**config.mk**
```make
export PLATFORM = sky130hd
export DESIGN_NAME = dm_arbiter
export DESIGN_NICKNAME = d
export VERILOG_FILES = /design/src/rtl/dm_arbiter.sv
export SDC_FILE = /design/constraint.sdc
export NUM_CORES = 1
export LEC_CHECK = 0
export CORE_MARGIN = 4
export CORE_UTILIZATION = 30
export CTS_CLUSTER_DIAMETER = 30
export DETAILED_ROUTE_END_ITERATION = 8
export GPL_ROUTABILITY_DRIVEN = 0
export GPL_TIMING_DRIVEN = 0
export PLACE_DENSITY_LB_ADDON = 0.05
export SLEW_MARGIN = 20
export SYNTH_ARGS = -nofsm -noshare
export SYNTH_HDL_FRONTEND = slang
export SYNTH_SLANG_ARGS = --single-unit
```
**constraint.sdc**
```tcl
create_clock -name clk -period 1.8 [get_ports clk]
set_input_delay 0.36 -clock clk [delete_from_list [all_inputs] [get_ports clk]]
set_output_delay 0.36 -clock clk [all_outputs]
set_load 0.005 [all_outputs]
```
**src/rtl/dm_arbiter.sv**
```systemverilog
// dm_arbiter: round-robin owner of one synchronous data-memory port shared by core_count cores.
// Latency: request sampled in IDLE, ack two edges later, next grant four edges after the first.
// Backpressure: a core holds req until ack; losing requesters wait in place, nothing is dropped.
module dm_arbiter #(
  parameter int core_count = 2,
  parameter int addr_width = 12,
  parameter int reg_width  = 12
) (
  input  logic                             clk,
  input  logic                             reset,
  input  logic [core_count-1:0]            req,
  input  logic [core_count-1:0]            we,
  input  logic [addr_width*core_count-1:0] addr,
  input  logic [reg_width*core_count-1:0]  wdata,
  output logic [reg_width*core_count-1:0]  rdata,
  output logic [core_count-1:0]            ack,
  output logic [core_count-1:0]            grant,
  output logic                             busy,
  output logic [addr_width-1:0]            mem_addr,
  output logic [reg_width-1:0]             mem_wdata,
  output logic                             mem_we,
  input  logic [reg_width-1:0]             mem_rdata
);

  localparam int idx_w = (core_count > 1) ? $clog2(core_count) : 1;

  localparam logic [1:0] st_idle   = 2'd0;
  localparam logic [1:0] st_access = 2'd1;
  localparam logic [1:0] st_resp   = 2'd2;
  localparam logic [1:0] st_done   = 2'd3;

  logic [1:0]            state;
  logic [idx_w-1:0]      last;
  logic [idx_w-1:0]      cur;
  logic                  cur_we;
  logic [idx_w-1:0]      win;
  logic [idx_w-1:0]      cand;
  logic                  win_vld;
  logic [core_count-1:0] win_oh;

  // Search starts one past the previous owner so every requester is reached within core_count grants.
  always_comb begin
    win     = '0;
    cand    = '0;
    win_vld = 1'b0;
    for (int i = 1; i <= core_count; i++) begin
      cand = idx_w'((int'(last) + i) % core_count);
      if (!win_vld && req[cand]) begin
        win     = cand;
        win_vld = 1'b1;
      end
    end
  end

  always_comb begin
    win_oh      = '0;
    win_oh[win] = 1'b1;
  end

  assign busy = (state != st_idle);

  always_ff @(posedge clk or posedge reset) begin
    if (reset) begin
      state     <= st_idle;
      last      <= idx_w'(core_count - 1);
      cur       <= '0;
      cur_we    <= 1'b0;
      grant     <= '0;
      ack       <= '0;
      mem_we    <= 1'b0;
      mem_addr  <= '0;
      mem_wdata <= '0;
      rdata     <= '0;
    end else begin
      case (state)
        st_idle: begin
          if (win_vld) begin
            grant     <= win_oh;
            cur       <= win;
            cur_we    <= we[win];
            mem_we    <= we[win];
            mem_addr  <= addr[int'(win)*addr_width +: addr_width];
            mem_wdata <= wdata[int'(win)*reg_width +: reg_width];
            state     <= st_access;
          end
        end
        st_access: begin
          mem_we <= 1'b0;
          state  <= st_resp;
        end
        st_resp: begin
          // Memory output reflects the address presented during ACCESS.
          if (!cur_we) begin
            rdata[int'(cur)*reg_width +: reg_width] <= mem_rdata;
          end
          ack   <= grant;
          last  <= cur;
          state <= st_done;
        end
        st_done: begin
          ack   <= '0;
          grant <= '0;
          state <= st_idle;
        end
        default: state <= st_idle;
      endcase
    end
  end

endmodule
```
==> flow_metrics.env <==
export IMPL_grt_pass1_wl_um=10270
export IMPL_setup_tns_ns=0
export IMPL_period_needed_ns=1.727
export IMPL_slew_headroom_pct=67.19
export IMPL_clkSinkCount=58
export IMPL_drt_iter0_markers=28
export IMPL_cp_start_kind="flop"
export IMPL_crit_fanout=10
export IMPL_antenna_found_initial=0
export IMPL_p_leak_nw=1.839
export IMPL_cpPeakStageDelay_ns=0.39
export IMPL_finalPower_mw=6.770
export IMPL_fmax_mhz=578.9
export IMPL_crit_family="buffers and inverters"
export IMPL_synth_distinct_cells=29
export IMPL_most_common_layout_cells="clkdlybuf4s50_1 (118), dfrtp_1 (57), mux2i_1 (27), nand2_1 (27), mux2_2 (25)"
export IMPL_dieArea_mm2=0.009953
export IMPL_worstPathBufferInverterCount=3
export IMPL_vias=1985
export IMPL_ys_warn_count=0
export IMPL_period_share_pct=95.96
export IMPL_core_mm2=0.008217
export IMPL_worstSkewPairLatency_ns=0.32
export IMPL_netlist_instances=202
export IMPL_cap_violations=0
export IMPL_ctsRootBufferMaster="clkbuf_8"
export IMPL_end_kind="flop"
export IMPL_synth_flop_cell="dfrtp_1"
export IMPL_grt_use_total_pct=13.18
export IMPL_synth_nets=273
export IMPL_hold_viol=0
export IMPL_synth_edf_count=0
export IMPL_initial_core_util_pct=30.74
export IMPL_cts_tree="built"
export IMPL_drtAntennaViolNets=0
export IMPL_core_rowCount=33
export IMPL_critical_path_class="reg2reg"
export IMPL_report_final_slew_viol_count=0
export IMPL_timing_clock_skew_ns=0.007261
export IMPL_place_hpwl_um=4908
export IMPL_boundaryPins=120
export IMPL_clk_pin_slew_ns=0.07
export IMPL_syn_to_final_growth_pct=65.08
export IMPL_path_cells="inv_2 > ha_1 > buf_4 > nor3b_4 > buf_6 > mux2_2"
export IMPL_status="finished, final reports clean"
export IMPL_routed_wirelength_um=6364
export IMPL_diodes=0
export IMPL_synth_yosys_seq_area_share_pct=57.50
export IMPL_route_detailed_drc=0
export IMPL_worst_hold_slack_ns=0.3197
export IMPL_layout_commonest_cell="clkdlybuf4s50_1"
export IMPL_layout_drive_gt1_share_pct=16.76
export IMPL_worstPathRequired_ns=2.00
export IMPL_rsz0062_at_grt="no"
export IMPL_syn_cell_area_mm2=0.002526
export IMPL_tightest_slew_ns=0.4911
export IMPL_viasPerCell=4.461
export IMPL_chipWidth_um=99.77
export IMPL_fin_util_pct=50.75
export IMPL_io_buffer_count=119
export IMPL_clockBufferDepth=2
export IMPL_crit_arrival_ns=1.93
export IMPL_powerDensity_mw_per_mm2=1623
export IMPL_ys_seq_elements=58
export IMPL_worst_hold_path_type="in2async"
export IMPL_wire_per_inst_um=14.30
export IMPL_grt_max_degree=43
export IMPL_syn_area_per_cell_um2=12.51
export IMPL_grt_ovfl_total=0
export IMPL_cpMaxStageDelayCell="dfrtp_1"
export IMPL_h_tree_depth=3
export IMPL_cts_buffers=9
export IMPL_nets=406
export IMPL_synthArstFlopShare_pct=100.0
export IMPL_setup_viol=0
export IMPL_die_h_um=99.77
export IMPL_postLayoutCellArea_mm2=0.004170
export IMPL_place_area_mm2=0.003879
export IMPL_irDropWorstVdd_v=0.0004848
export IMPL_dr_pass1_iters=4
export IMPL_grt_pass1_vias=2023
worst paths after layout:
path                                   from          end  slack, ns  cells after the start
worst max-delay path               state[0]     rdata[9]       0.07                      6
worst min-delay path                  reset    rdata[18]       0.32                      2
worst max register to register     state[0]     rdata[9]       0.07                      6
worst min register to register  mem_addr[0]  mem_addr[0]       0.48                      2
max in group asynchronous             reset         last       0.93                      3
min in group clk                mem_addr[0]  mem_addr[0]       0.48                      2
power by group:
group          total, mW  switching (mW)  internal, mW
clock network       1.49           0.502         0.991
logic               2.98            1.11          1.87
registers           2.30           0.341          1.96
per-stage QoR:
stage | cells | setup slack [ns]
floorplan | 202 | 0.01367
global placement | 426 | -1.155
detailed placement | 427 | -0.1971
CTS | 445 | 0.01667
global route | 445 | 0.004141
finish | 445 | 0.07265
layer usage:
metal	share of wire, %	vias up	GRT usage [%]	routed length (um)
met2	50	74	21.86	3186
met3	8.3	4	4.137	527
li1	-	965	-	-
met5	0	-	0	0
met4	0.86	0	5.357	55
met1	41	942	15.82	2593
kinds of logic (layout without fill, tap and decap cells):
| group | Yosys count | after routing | synth area share [%] |
|---|---|---|---|
| flip-flops | 58 | 58 | 57.50 |
| multiplexers | 52 | 52 | 21.84 |
| AND/OR/NAND/NOR | 36 | 36 | 6.290 |
| AO/OA/AOI/OAI | 35 | 35 | 7.777 |
| buffers and inverters | 16 | 154 | 4.111 |
| adder cells (fa/ha/maj) | 5 | 5 | 2.476 |
cells in the mapped netlist (all sizes together), types with 2 or more instances:
cell type | number | area, um2
clkbuf | 5 | 18.77
o21ai | 28 | 143.9
inv | 5 | 18.77
ha | 5 | 62.56
a21oi | 2 | 10.01
nand2 | 27 | 101.4
mux2i | 27 | 270.3
nor2 | 2 | 7.510
nor3b | 2 | 20.02
nand2b | 2 | 12.51
buf | 6 | 66.30
dfrtp | 57 | 1426
mux2 | 25 | 281.5
registers in the layout, indices dropped and copies added (netlist names):
signal / count
rdata: 24
mem_addr: 12
mem_wdata: 12
ack: 2
grant: 2
state: 2
cur: 1
cur_we: 1
last: 1
mem_we: 1
what timing repair did:
item / in CTS / in global routing
endpoints found under the hold margin: 0 / 0
endpoints found under the setup margin: 12 / 11
hold buffers: 0 / 0
gates resized for setup: 6 / 3
buffers inserted: 2 / 0
layout make-up:
class,instances,area (um2)
plain buffers,11,92.59
clock buffers,11,151.4
clock inverters,5,100.1
fillers,773,4046
inverters,5,21.27
multi-input cells,128,988.4
flip-flops and latches,58,1453
well taps,105,131.4
repair buffers,122,1232
Note: power is estimated with default switching activity, not from simulation.
